==> config.mk <==
export PLATFORM = sky130hd
export DESIGN_NAME = mem_port_arbiter
export DESIGN_NICKNAME = d
export VERILOG_FILES = /design/src/rtl/riscv_pkg.sv /design/src/rtl/mem_timeout_counter.sv /design/src/rtl/mem_port_arbiter.sv
export SDC_FILE = /design/constraint.sdc
export NUM_CORES = 1
export LEC_CHECK = 0
export CORE_UTILIZATION = 46
export CTS_CLUSTER_DIAMETER = 200
export CTS_CLUSTER_SIZE = 20
export DETAILED_ROUTE_END_ITERATION = 8
export PLACE_DENSITY = 0.86
export SLEW_MARGIN = 5
export SYNTH_ARGS = -nofsm -noshare
export SYNTH_HDL_FRONTEND = slang
export SYNTH_SLANG_ARGS = --single-unit
==> constraint.sdc <==
create_clock -name clock -period 3 [get_ports clock]
set_input_delay 0.3 -clock clock [delete_from_list [all_inputs] [get_ports clock]]
set_output_delay 0.3 -clock clock [all_outputs]
set_load 0.02 [all_outputs]
==> src/rtl/riscv_pkg.sv <==
// Shared types for the unified instruction/data memory port arbiter.
package riscv_pkg;

   typedef enum logic [1:0] {
      ARB_IDLE  = 2'd0,
      ARB_FETCH = 2'd1,
      ARB_DATA  = 2'd2
   } arb_state_t;

   typedef enum logic {
      GRANT_FETCH = 1'b0,
      GRANT_DATA  = 1'b1
   } grant_t;

   // A tie goes to whichever channel did not win the previous tie.
   function automatic grant_t tie_winner(input grant_t last_grant);
      return (last_grant == GRANT_FETCH) ? GRANT_DATA : GRANT_FETCH;
   endfunction

endpackage

==> src/rtl/mem_timeout_counter.sv <==
// Watchdog for an outstanding memory access: counts cycles while enabled and
// flags the last permitted cycle so the arbiter can abort a hung access.
module mem_timeout_counter #(
   parameter int TIMEOUT = 16
) (
   input  logic clock,
   input  logic reset,
   input  logic clear,
   input  logic enable,
   output logic expired
);

   localparam int CNT_W = $clog2(TIMEOUT);
   localparam logic [CNT_W-1:0] LAST = CNT_W'(TIMEOUT - 1);
   localparam logic [CNT_W-1:0] ONE  = CNT_W'(32'd1);

   logic [CNT_W-1:0] count_r;

   // Cycle counter, restarted on every new grant.
   always_ff @(posedge clock) begin
      if (reset) begin
         count_r <= {CNT_W{1'b0}};
      end else if (clear) begin
         count_r <= {CNT_W{1'b0}};
      end else if (enable) begin
         count_r <= count_r + ONE;
      end
   end

   assign expired = enable & (count_r == LAST);

endmodule

==> src/rtl/mem_port_arbiter.sv <==
// Round-robin arbiter sharing one single-ported memory between instruction
// fetch and data access, with stall outputs and a hung-access watchdog.
module mem_port_arbiter
   import riscv_pkg::*;
#(
   parameter int ADDR_W  = 32,
   parameter int DATA_W  = 32,
   parameter int TIMEOUT = 16
) (
   input  logic              clock,
   input  logic              reset,
   input  logic              if_req,
   input  logic [ADDR_W-1:0] if_addr,
   output logic [DATA_W-1:0] if_rdata,
   output logic              if_ack,
   input  logic              d_re,
   input  logic              d_we,
   input  logic [ADDR_W-1:0] d_addr,
   input  logic [DATA_W-1:0] d_wdata,
   output logic [DATA_W-1:0] d_rdata,
   output logic              d_ack,
   output logic              mem_req,
   output logic              mem_we,
   output logic [ADDR_W-1:0] mem_addr,
   output logic [DATA_W-1:0] mem_wdata,
   input  logic [DATA_W-1:0] mem_rdata,
   input  logic              mem_ready,
   output logic              stall_if,
   output logic              stall_mem,
   output logic              err
);

   arb_state_t        state_r, next_state_s;
   grant_t            last_grant_r, grant_s;
   logic              f_pend_s, d_pend_s, in_access_s, expired_s;
   logic              tie_s, start_s, done_s, abort_s;
   logic              mem_req_r, mem_we_r, if_ack_r, d_ack_r, err_r;
   logic [ADDR_W-1:0] mem_addr_r;
   logic [DATA_W-1:0] mem_wdata_r, if_rdata_r, d_rdata_r;

   // A request whose ack is showing this cycle is already finished.
   assign f_pend_s    = if_req & ~if_ack_r;
   assign d_pend_s    = (d_re | d_we) & ~d_ack_r;
   assign in_access_s = (state_r != ARB_IDLE);

   mem_timeout_counter #(.TIMEOUT(TIMEOUT)) u_watchdog (
      .clock   (clock),
      .reset   (reset),
      .clear   (start_s),
      .enable  (in_access_s),
      .expired (expired_s)
   );

   // State register.
   always_ff @(posedge clock) begin
      if (reset) begin
         state_r <= ARB_IDLE;
      end else begin
         state_r <= next_state_s;
      end
   end

   // Grant decision and access completion; a ready memory beats the watchdog.
   always_comb begin
      next_state_s = state_r;
      grant_s      = last_grant_r;
      tie_s        = 1'b0;
      start_s      = 1'b0;
      done_s       = 1'b0;
      abort_s      = 1'b0;
      case (state_r)
         ARB_IDLE: begin
            if (f_pend_s && d_pend_s) begin
               tie_s   = 1'b1;
               start_s = 1'b1;
               grant_s = tie_winner(last_grant_r);
            end else if (d_pend_s) begin
               start_s = 1'b1;
               grant_s = GRANT_DATA;
            end else if (f_pend_s) begin
               start_s = 1'b1;
               grant_s = GRANT_FETCH;
            end else begin
               grant_s = last_grant_r;
            end
            if (start_s) begin
               next_state_s = (grant_s == GRANT_DATA) ? ARB_DATA : ARB_FETCH;
            end else begin
               next_state_s = ARB_IDLE;
            end
         end
         ARB_FETCH, ARB_DATA: begin
            if (mem_ready) begin
               done_s       = 1'b1;
               next_state_s = ARB_IDLE;
            end else if (expired_s) begin
               abort_s      = 1'b1;
               next_state_s = ARB_IDLE;
            end else begin
               next_state_s = state_r;
            end
         end
         default: begin
            next_state_s = ARB_IDLE;
         end
      endcase
   end

   // Memory-side latches, acks, read data and the sticky error flag.
   always_ff @(posedge clock) begin
      if (reset) begin
         last_grant_r <= GRANT_FETCH;
         mem_req_r    <= 1'b0;
         mem_we_r     <= 1'b0;
         mem_addr_r   <= {ADDR_W{1'b0}};
         mem_wdata_r  <= {DATA_W{1'b0}};
         if_ack_r     <= 1'b0;
         d_ack_r      <= 1'b0;
         if_rdata_r   <= {DATA_W{1'b0}};
         d_rdata_r    <= {DATA_W{1'b0}};
         err_r        <= 1'b0;
      end else begin
         mem_req_r <= (next_state_s != ARB_IDLE);
         if_ack_r  <= (done_s | abort_s) & (state_r == ARB_FETCH);
         d_ack_r   <= (done_s | abort_s) & (state_r == ARB_DATA);
         err_r     <= err_r | abort_s;
         if (start_s) begin
            mem_addr_r <= (grant_s == GRANT_DATA) ? d_addr : if_addr;
            mem_we_r   <= (grant_s == GRANT_DATA) & d_we;
            if (grant_s == GRANT_DATA) begin
               mem_wdata_r <= d_wdata;
            end
            if (tie_s) begin
               last_grant_r <= grant_s;
            end
         end
         if ((state_r == ARB_FETCH) && done_s) begin
            if_rdata_r <= mem_rdata;
         end else if ((state_r == ARB_FETCH) && abort_s) begin
            if_rdata_r <= {DATA_W{1'b0}};
         end
         // Stores complete without disturbing the last load value.
         if ((state_r == ARB_DATA) && done_s && !mem_we_r) begin
            d_rdata_r <= mem_rdata;
         end else if ((state_r == ARB_DATA) && abort_s) begin
            d_rdata_r <= {DATA_W{1'b0}};
         end
      end
   end

   assign mem_req   = mem_req_r;
   assign mem_we    = mem_we_r;
   assign mem_addr  = mem_addr_r;
   assign mem_wdata = mem_wdata_r;
   assign if_ack    = if_ack_r;
   assign d_ack     = d_ack_r;
   assign if_rdata  = if_rdata_r;
   assign d_rdata   = d_rdata_r;
   assign err       = err_r;
   assign stall_if  = f_pend_s;
   assign stall_mem = d_pend_s;

endmodule

==> impl_summary.log, run 1 <==
[metrics] Peak VDD IR: 412 uV
[metrics] Core ar.: 13300 sq um
[metrics] placed wire-length estimate: 12.2 mm
[metrics] total routing resource utilization after global routing: 25.9%
[metrics] vias in the first global route: 5816
[metrics] number of instances in the synthesized netlist: 709
[metrics] switching part of the total: 29.3%
[metrics] Logic pwr share: between 20% and 30%
[metrics] clock insertion delay at the later pin of the skew report: 0.42 ns
[metrics] proportion of power drawn by the clock network: a little under two fifths
[metrics] instance count after placement with tap cells included: 1097
[metrics] top_reg_cell synth: dfxtp_1
[metrics] Max Root-Sink Buffers: 2
[metrics] element type at the critical path end: output pin
[metrics] count of endpoints failing hold in the final timing report: 0
[metrics] end-of-flow core utilization: 71.7%
[metrics] number of levels the H-tree was split into: 4
[metrics] drc violations: 0
[metrics] average footprint of a synthesized cell: 8.92 sq um
[metrics] capture point of the worst reg-to-reg path: mem_addr[7]
[metrics] CP Data Arrival Time: roughly 2.0 ns
[metrics] main area contributors after synthesis: dfxtp_1 44%, nand2_1 7.7%, and4b_1 5.2%
[metrics] first-pass GRT wire length: slightly below 30 mm
[metrics] post-route clock period utilization: 77.7%
[metrics] floorplan die area: roughly 14000 sq um
[metrics] fmax: 429 MHz
[metrics] # Post-CTS Setup Buffers: 0
[metrics] critical register-to-register path startpoint: state_r[0]
[metrics] ANT cells: 0
[metrics] sum of routed wire length over all layers: roughly 18 mm
[metrics] FFs w/ async S/R, synth: 0%
[metrics] Netlist Area Pre-Place: 6320 sq um
[metrics] R2R setup slack: between 0.7 and 0.8 ns
[metrics] final max-slew violation count: 0
[metrics] share of layout cells above drive strength 1: 5.88%
[metrics] share of power burned in registers: between 30% and 40%
[metrics] DR pass1 iterations: 6
[metrics] minimum clock period: 2.33 ns
[metrics] aggregate negative setup slack: 0 ns
[metrics] launch instance of the worst min-delay path: reset
[metrics] placed instance area: 8950 sq um
[metrics] relative area change from synthesis to final layout: 51.2%
[metrics] result of the run: complete, no violations
[metrics] post-placement worst setup slack: 0.693 ns
[metrics] setup skew after layout: 0.00830 ns
[metrics] count of non-filler cells in the finished layout: 1129
[metrics] Post-synth EDFFs: 0
[metrics] Die Span Y: 119 microns
[metrics] Cell Pwr Density: 607 nW/um^2
[metrics] via count normalized by instance count: 5.40
[metrics] count of nets after finishing: between 1000 and 1500
[metrics] post-DR wirelength/cell: 16.3 microns
[metrics] cell depth of the worst flop-to-flop path: 8
[metrics] TritonCTS clock tree: built
[metrics] pin count of the biggest net entering global routing: 86
[metrics] Rel. slew slack: 36.1%
[metrics] Distinct cells, synth: 41
[metrics] die boundary width: 119 microns
[metrics] maximum fanout along the worst path: 40
[metrics] root buf cell: clkbuf_16
[metrics] hold-critical path endpoint: last_grant_r
[metrics] yosys synthesis warning count: 0
[metrics] total clock buffers created by CTS: 17
[metrics] Worst Hold Class: in2reg
[metrics] Num Clock Sinks: 140
[metrics] WHS Path Cells: 2
[metrics] count of buffers from port buffering: approximately 270
[metrics] Clock transition at path regs: ~0.060 ns
[metrics] initial antenna violation count: 0
[metrics] hold buffers post-CTS: 0
[metrics] leading post-synthesis cells by instance count: 140 x dfxtp_1, 129 x nand2_1, 65 x a21oi_1, 39 x nor2_1
[metrics] number of top-level pins: 269
[metrics] net switching power: ~1.7 mW
[metrics] crit path launch type: flip-flop
[metrics] Final setup viols: 0
[metrics] Post-Layout Inst Area: 9560 sq um
[metrics] post-cts repair resize count: 0
[metrics] overall power consumption: 5.81 mW
[metrics] sequential cell area fraction in the yosys report: 44.3%
[metrics] Worst Tran Pin Value: approximately 0.96 ns
[metrics] post-synth top area cell: dfxtp_1
[metrics] dominant cell by count in the synthesized netlist: dfxtp_1
[metrics] Synthesized Nets: 848
[metrics] tightest hold margin: 0.398 ns
[metrics] initial cell density of the core: 47.4%
[metrics] Pleak: ~3.6 nW
[metrics] vias after detailed routing: around 6000
[metrics] worst endpoint required time: 2.70 ns
[metrics] flop and latch count out of synthesis: 140
[metrics] type of the worst setup path: reg2out
[metrics] internal power component: 4.10 mW
[metrics] area share of the largest cell type after synthesis: between 40% and 50%
[metrics] setup repair after global routing missed its margin: false
[metrics] max-capacitance violation count: 0
[metrics] Placement Rows: 42
[metrics] remaining global-route overflow: 0
[metrics] number of antenna-violating nets in the routed design: 0
[metrics] Starting DRT DRC Count: between 300 and 400
[metrics] min setup slack post-route: between 0.6 and 0.7 ns
[metrics] gpl congestion: 0.781
-- per-layer routing --
metal / routed length [microns] / track usage [%]
met2: 9080 / 44.4
met5: 0 / 0
met1: 7600 / 29.9
met3: 1210 / 7.33
met4: 516 / 11.5
-- worst max path at each step --
stage / slack, ns / from / end
6_report: 0.67 / d_ack / stall_mem
5_1_grt: 0.55 / state_r[0] / mem_addr[22]
4_1_cts: 0.67 / d_ack / stall_mem
3_5_place_dp: 0.69 / d_we / stall_mem
3_3_place_gp: 0.70 / d_we / stall_mem
2_1_floorplan: 1.38 / state_r[0] / if_rdata[10]
-- area by class of cell --
| type | count | area, sq um |
|---|---|---|
| clock buffers | 20 | 457 |
| clock inverters | 12 | 160 |
| fillers | 1045 | 3780 |
| inverters | 3 | 11.3 |
| multi-input cells | 497 | 3130 |
| flip-flops and latches | 140 | 2810 |
| well taps | 176 | 220 |
| repair buffers | 281 | 2780 |
-- power by group through the flow --
stage | Sequential (mW) | Clock (mW) | Combinational [mW]
floorplan | 2.33 | 0 | 0.720
global placement | 2.19 | 0 | 1.46
detailed placement | 2.19 | 0 | 1.48
CTS | 2.15 | 2.21 | 1.49
global route | 2.18 | 2.29 | 1.60
finish | 2.15 | 2.17 | 1.48
-- placed cells by master (no fill, tap or decap), drive strengths merged, types with 4 or more instances in the layout --
| master | Yosys | routed |
|---|---|---|
| a21oi | 66 | 66 |
| buf | 46 | 14 |
| nand3 | 4 | 4 |
| o2bb2ai | 32 | 32 |
| a22oi | 32 | 32 |
| mux2i | 33 | 33 |
| clkbuf | 23 | 20 |
| inv | 3 | 7 |
| nor3 | 32 | 32 |
| ha | 5 | 5 |
| and4b | 34 | 34 |
| a22o | 32 | 32 |
| nand2 | 129 | 129 |
| nor2 | 39 | 39 |
| dfxtp | 140 | 140 |
| clkdlybuf4s50 | 0 | 267 |
| clkinvlp | 0 | 4 |
| nand2b | 33 | 33 |
-- state kept, by name (all words and copies together), names as in the netlist --
name                count
err                     1
mem_req                 1
if_rdata               32
last_grant_r            1
mem_wdata              32
u_watchdog.count_r      4
mem_we                  1
mem_addr               32
state_r                 2
d_ack                   1
d_rdata                32
if_ack                  1
-- worst max-delay path, stage by stage (launching register included) --
cell and delay [ns]:
dfxtp_1 0.33, o21ba_4 0.56, clkdlybuf4s50_1 0.71
-- kinds of logic (layout without fill, tap and decap cells) --
family,count (synthesis),count (layout),synth area share (%)
flops,140,140,44.3
fa+ha+maj,5,5,0.989
buf+inv,72,316,6.17
compound gates,171,171,19.5
mux,33,33,5.22
xor+xnor,4,4,0.554
simple gates,284,284,23.2
No activity file was read; power rests on OpenSTA's default activity.
==> inputs of run 2 (changes only) <==
Settings changed: CORE_UTILIZATION 46 to 39, PLACE_DENSITY 0.86 to 0.77.
Clock period 3 ns to 2.13 ns, I/O delays scaled along.
==> run 2 against run 1 <==
Net effect: setup slack got worse by 0.56 ns; die area increased by 18%; sequential cell count unchanged; combinational power increased by 52%; final area increased by 2.3%; wire length increased by 3.9%; largest power group unchanged; count of clock-buffer cells in the layout decreased by 3; final cell count increased by 4.1%; total power increased by 42%; first-iteration DRC count decreased by 19%; via count decreased by 0.33%; largest cell class unchanged; non-clock buffer count increased by 3.
==> impl_summary.log, run 2 (synthesized netlist as in run 1, its figures left out) <==
[metrics] final max-slew violation count: 0 (unchanged)
[metrics] R2R setup slack: 0.11 ns (was 0.73 ns)
[metrics] post-DR wirelength/cell: 16.3 microns (about the same)
[metrics] Rel. slew slack: 61.3% (was 36.1%)
[metrics] count of non-filler cells in the finished layout: 1175 (was 1129)
[metrics] first-pass GRT wire length: 28.4 mm (was 29.3 mm)
[metrics] most common library cell in the layout ignoring fill and taps: clkdlybuf4s50_1 (unchanged)
[metrics] launch instance of the worst min-delay path: reset (unchanged)
[metrics] hold buffers post-CTS: 0 (unchanged)
[metrics] vias after detailed routing: 6077 (was 6097)
[metrics] Worst Hold Class: in2reg (unchanged)
[metrics] Core ar.: 15800 sq um (was 13300 sq um)
[metrics] Worst Tran Pin Value: 0.581 ns (was 0.956 ns)
[metrics] Peak VDD IR: 645 uV (was 412 uV)
[metrics] Placement Rows: 46 (was 42)
[metrics] initial antenna violation count: 0 (unchanged)
[metrics] Die Span Y: 129 microns (was 119 microns)
[metrics] Num Clock Sinks: 140 (unchanged)
[metrics] DR pass1 iterations: 5 (was 6)
[metrics] die boundary width: 129 microns (was 119 microns)
[metrics] clock insertion delay at the later pin of the skew report: 0.43 ns (was 0.42 ns)
[metrics] post-route clock period utilization: a little over nine tenths
[metrics] total clock buffers created by CTS: 17 (unchanged)
[metrics] result of the run: complete, no violations (unchanged)
[metrics] Critical path origin: state_r[0] (was d_ack)
[metrics] gpl congestion: 0.737 (was 0.781)
[metrics] instance count after placement with tap cells included: 1139 (was 1097)
[metrics] sum of routed wire length over all layers: 19.1 mm (was 18.4 mm)
[metrics] commonest non-fill, non-tap cells in the layout: 267 x clkdlybuf4s50_1, 139 x dfxtp_1, 129 x nand2_1 (unchanged)
[metrics] setup skew after layout: 0.0131 ns (was 0.00830 ns)
[metrics] total routing resource utilization after global routing: 21.6% (was 25.9%)
[metrics] floorplan die area: 16700 sq um (was 14200 sq um)
[metrics] Pleak: 3.68 nW (was 3.61 nW)
[metrics] TritonCTS clock tree: built (unchanged)
[metrics] root buf cell: clkbuf_16 (unchanged)
[metrics] # Post-CTS Setup Buffers: 0 (unchanged)
[metrics] remaining global-route overflow: 0 (unchanged)
[metrics] Final setup viols: 0 (unchanged)
[metrics] pin count of the biggest net entering global routing: 75 (was 86)
[metrics] relative area change from synthesis to final layout: 54.7% (was 51.2%)
[metrics] overall power consumption: 8.22 mW (was 5.81 mW)
[metrics] crit path launch type: flip-flop (unchanged)
[metrics] aggregate negative setup slack: 0 ns (unchanged)
[metrics] share of layout cells above drive strength 1: 6.47% (was 5.88%)
[metrics] Starting DRT DRC Count: 312 (was 385)
[metrics] Max Root-Sink Buffers: 2 (unchanged)
[metrics] placed wire-length estimate: 12.2 mm (about the same)
[metrics] initial cell density of the core: 40.0% (was 47.4%)
[metrics] number of antenna-violating nets in the routed design: 0 (unchanged)
[metrics] minimum clock period: 2.02 ns
[metrics] count of nets after finishing: 1084 (was 1079)
[metrics] element type at the critical path end: flip-flop (was output pin)
[metrics] via count normalized by instance count: 5.17 (was 5.40)
[metrics] drc violations: 0 (unchanged)
[metrics] count of endpoints failing hold in the final timing report: 0 (unchanged)
[metrics] vias in the first global route: 5454 (was 5816)
[metrics] number of top-level pins: 269 (unchanged)
[metrics] count of buffers from port buffering: 268 (unchanged)
[metrics] Cell Pwr Density: 841 nW/um^2 (was 607 nW/um^2)
[metrics] Clock transition at path regs: 0.07 ns (was 0.06 ns)
[metrics] type of the worst setup path: reg2reg (was reg2out)
[metrics] number of levels the H-tree was split into: 4 (unchanged)
[metrics] max-capacitance violation count: 0 (unchanged)
[metrics] maximum fanout along the worst path: 16 (was 40)
[metrics] fmax: 495 MHz
[metrics] worst endpoint required time: 2.48 ns (was 2.70 ns)
[metrics] CP Data Arrival Time: 2.37 ns (was 2.03 ns)
[metrics] setup repair after global routing missed its margin: false (unchanged)
[metrics] critical register-to-register path startpoint: state_r[0] (unchanged)
## run 2: routing by layer
| layer | wire, microns | vias to the layer above | GRT usage (%) |
|---|---|---|---|
| met4 | 556 | 0 | 10.4 |
| met5 | 0 | - | 0 |
| li1 | - | 2999 | - |
| met1 | 7930 | 2811 | 27.2 |
| met3 | 1580 | 31 | 6.81 |
| met2 | 9070 | 236 | 33.4 |
## run 2: worst max-delay path, stage by stage, from the launching register on
cell     delay (ns)
dfxtp_1        0.34
inv_1          0.09
ha_2           0.26
and4b_4        0.27
a21o_1         0.26
a21oi_4        0.50
a22o_1         0.23
## run 2: area by class of cell
class                           instances  area, sq um
Antenna cell                            1         2.50
Clock buffer                           17          425
Clock inverter                         15          191
Fill cell                            1361         6050
Inverter                                3         11.3
Multi-Input combinational cell        499         3170
Sequential cell                       140         2810
Tap cell                              216          270
Timing Repair Buffer                  284         2900
## run 2: power breakdown
part / switching, mW / internal [mW]
combinational: 1.16 / 1.09
sequential: 0.121 / 2.85
clock: 1.40 / 1.60
total: 2.69 / 5.54
## run 2: per-stage QoR
step                area [sq um]  util (%)  setup slack [ns]  hold WS [ns]
finish                      9780      61.8             0.109         0.250
detailed placement          9100      57.5           0.00279         0.446
CTS                         9720      61.4           0.00162         0.200
global placement            9100      57.5            0.0596         0.440
floorplan                   6320         -             0.515         0.346
global route                9780      61.8           0.00811         0.260
## run 2: what timing repair did
| item | 4_1_cts | 5_1_grt |
|---|---|---|
| resized for setup | 0 | 2 |
| endpoints found under the setup margin | 0 | 66 |
| hold endpoints to repair | 0 | 0 |
## run 2: path summary, 6_finish.rpt
kind	endpoint	cells after the start
worst min-delay path	mem_we	3
worst max register to register	if_rdata[6]	6
worst max-delay path	if_rdata[6]	6
worst min register to register	mem_wdata[29]	2
==> inputs of run 3 (changes only) <==
Settings changed: RECOVER_POWER set to 100.
==> run 3 against run 2 <==
Net effect: fmax up 0.98%; sequential share of layout area up 0.10 points; register-to-register slack improved by 0.02 ns; first-iteration DRC count down 1.9%; die area is the same; clock power about the same; via count down 0.30%; clock skew is essentially flat; global-route usage unchanged.
==> impl_summary.log, run 3 (synthesized netlist as in run 1, its figures left out) <==
[metrics] element type at the critical path end: flip-flop (unchanged)
[metrics] vias after detailed routing: 6059 (was 6077)
[metrics] Clock transition at path regs: 0.07 ns (about the same)
[metrics] crit path launch type: flip-flop (unchanged)
[metrics] count of endpoints failing hold in the final timing report: 0 (unchanged)
[metrics] Rel. slew slack: 48.5% (was 61.3%)
[metrics] root buf cell: clkbuf_16 (unchanged)
[metrics] CP Data Arrival Time: 2.35 ns (was 2.37 ns)
[metrics] number of antenna-violating nets in the routed design: 0 (unchanged)
[metrics] TritonCTS clock tree: built (unchanged)
[metrics] most common library cell in the layout ignoring fill and taps: dfxtp_1 (was clkdlybuf4s50_1)
[metrics] DR pass1 iterations: 5 (unchanged)
[metrics] Cell Pwr Density: 833 nW/um^2 (was 841 nW/um^2)
[metrics] area taken by multi-input logic gates: 3160 sq um (was 3170 sq um)
[metrics] post-route clock period utilization: 94.0% (was 94.9%)
[metrics] Core ar.: 15800 sq um (unchanged)
[metrics] remaining global-route overflow: 0 (unchanged)
[metrics] Die Span Y: 129 microns (unchanged)
[metrics] Peak VDD IR: 636 uV (was 645 uV)
[metrics] commonest non-fill, non-tap cells in the layout: 139 x dfxtp_1, 135 x dlygate4sd3_1, 132 x clkdlybuf4s50_1 (was 267 x clkdlybuf4s50_1, 139 x dfxtp_1, 129 x nand2_1)
[metrics] placed wire-length estimate: 12.2 mm (unchanged)
[metrics] met3 demand-to-capacity share in global routing: 6.81% (unchanged)
[metrics] placed instance area: 9100 sq um (unchanged)
[metrics] count of nets after finishing: 1084 (unchanged)
[metrics] max-capacitance violation count: 0 (unchanged)
[metrics] clock insertion delay at the later pin of the skew report: 0.43 ns (about the same)
[metrics] number of buffer and inverter instances along the worst setup path: 1 (unchanged)
[metrics] Num Clock Sinks: 140 (unchanged)
[metrics] drc violations: 0 (unchanged)
[metrics] tightest hold margin: 0.246 ns (was 0.250 ns)
[metrics] minimum clock period: 2.00 ns (was 2.02 ns)
[metrics] result of the run: complete, no violations (unchanged)
[metrics] CP peak stage delay: 0.51 ns (was 0.50 ns)
[metrics] hold buffers post-CTS: 0 (unchanged)
[metrics] gate family responsible for the most delay along the worst path: compound AO/OA/AOI/OAI gates (unchanged)
[metrics] # fillers: 1365 (was 1361)
[metrics] Worst Tran Pin Value: 0.772 ns (was 0.581 ns)
[metrics] vias in the first global route: 5454 (unchanged)
[metrics] # Post-CTS Setup Buffers: 0 (unchanged)
[metrics] Pleak: 4.07 nW (was 3.68 nW)
[metrics] busiest layer in global routing: met2 (unchanged)
[metrics] Max Root-Sink Buffers: 2 (unchanged)
[metrics] worst endpoint required time: 2.48 ns (about the same)
[metrics] number of levels the H-tree was split into: 4 (unchanged)
[metrics] aggregate negative setup slack: 0 ns (unchanged)
[metrics] pin count of the biggest net entering global routing: 75 (unchanged)
[metrics] final max-slew violation count: 0 (unchanged)
[metrics] count of buffers from port buffering: 268 (unchanged)
[metrics] Storage cell area: 2810 sq um (unchanged)
[metrics] sum of routed wire length over all layers: 19.1 mm (about the same)
[metrics] Post-Layout Inst Area: 9750 sq um (was 9780 sq um)
[metrics] relative area change from synthesis to final layout: 54.1% (was 54.7%)
[metrics] setup repair after global routing missed its margin: false (unchanged)
[metrics] Starting DRT DRC Count: 306 (was 312)
[metrics] share of layout cells above drive strength 1: 6.37% (was 6.47%)
[metrics] overall power consumption: 8.12 mW (was 8.22 mW)
[metrics] met1 Usage GRT: 27.2% (unchanged)
[metrics] maximum fanout along the worst path: 16 (unchanged)
[metrics] Final setup viols: 0 (unchanged)
[metrics] initial cell density of the core: 40.0% (unchanged)
[metrics] Worst Hold Class: in2reg (unchanged)
[metrics] total routing resource utilization after global routing: 21.6% (unchanged)
[metrics] post-DR wirelength/cell: 16.3 microns (about the same)
[metrics] cells along the critical path: inv_1 -> ha_2 -> and4b_4 -> a21o_1 -> a21oi_4 -> a22o_1 (unchanged)
[metrics] type of the worst setup path: reg2reg (unchanged)
[metrics] first-pass GRT wire length: 28.4 mm (unchanged)
[metrics] number of top-level pins: 269 (unchanged)
[metrics] gpl congestion: 0.737 (unchanged)
[metrics] die boundary width: 129 microns (unchanged)
[metrics] via count normalized by instance count: 5.16 (was 5.17)
[metrics] total clock buffers created by CTS: 17 (unchanged)
[metrics] setup skew after layout: 0.0134 ns (was 0.0131 ns)
[metrics] Global Route met2 Usage: 33.4% (unchanged)
[metrics] fmax: 500 MHz (was 495 MHz)
[metrics] Placement Rows: 46 (unchanged)
[metrics] Critical Path Slowest Stage Cell: a21oi_4 (unchanged)
[metrics] floorplan die area: 16700 sq um (unchanged)
[metrics] initial antenna violation count: 0 (unchanged)
run 3: cell count changes in the layout (fill, tap and decap cells not counted), sizes merged:
cell and delta:
clkdlybuf4s50 -135, dlygate4sd3 +135, buf -1, clkbuf +1
run 3: metrics by stage:
stage          utilization [%]  std cells  setup WS, ns
6_report                  61.6       1175         0.129
4_1_cts                   61.4       1171       0.00162
5_1_grt                   61.6       1174        0.0155
3_3_place_gp              57.5       1139        0.0596
3_5_place_dp              57.5       1139       0.00279
2_1_floorplan                -        709         0.515
run 3: where the power goes:
part,switching [mW],internal (mW),leakage (nW)
sequential,0.111,2.85,1.14
clock,1.41,1.60,0.300
combinational,1.16,0.992,2.63
run 3: per-layer routing:
layer  part of all wire, %  routed length, microns
met5                     0                       0
met4                   2.9                     556
met1                    42                    8060
met2                    47                    9000
met3                   7.7                    1480
run 3: layout make-up:
type                       count  share of cell area (%)
tap                          216                    2.77
multi-input combinational    499                    32.4
sequential                   140                    28.8
inverter                       3                   0.116
clock inverter                15                    1.96
timing repair buffer         284                    29.6
clock buffer                  17                    4.36
antenna                        1                  0.0257
run 3: path summary, 6_finish.rpt:
check                                   start       endpoint  slack, ns  cells past startpoint
worst max-delay path               state_r[0]    if_rdata[6]       0.13                      6
worst min-delay path                    reset         mem_we       0.25                      3
worst max register to register     state_r[0]    if_rdata[6]       0.13                      6
worst min register to register  mem_wdata[29]  mem_wdata[29]       0.45                      2
run 3: timing repair:
item / in CTS / in global routing
hold endpoints to repair: 0 / 0
setup endpoints to repair: 0 / 66
resized for setup: 0 / 2
run 3: tightest hold or removal path, delay by kind of cell:
kind            cells  cell delay, ns
buf+inv             2            0.26
compound gates      1            0.15
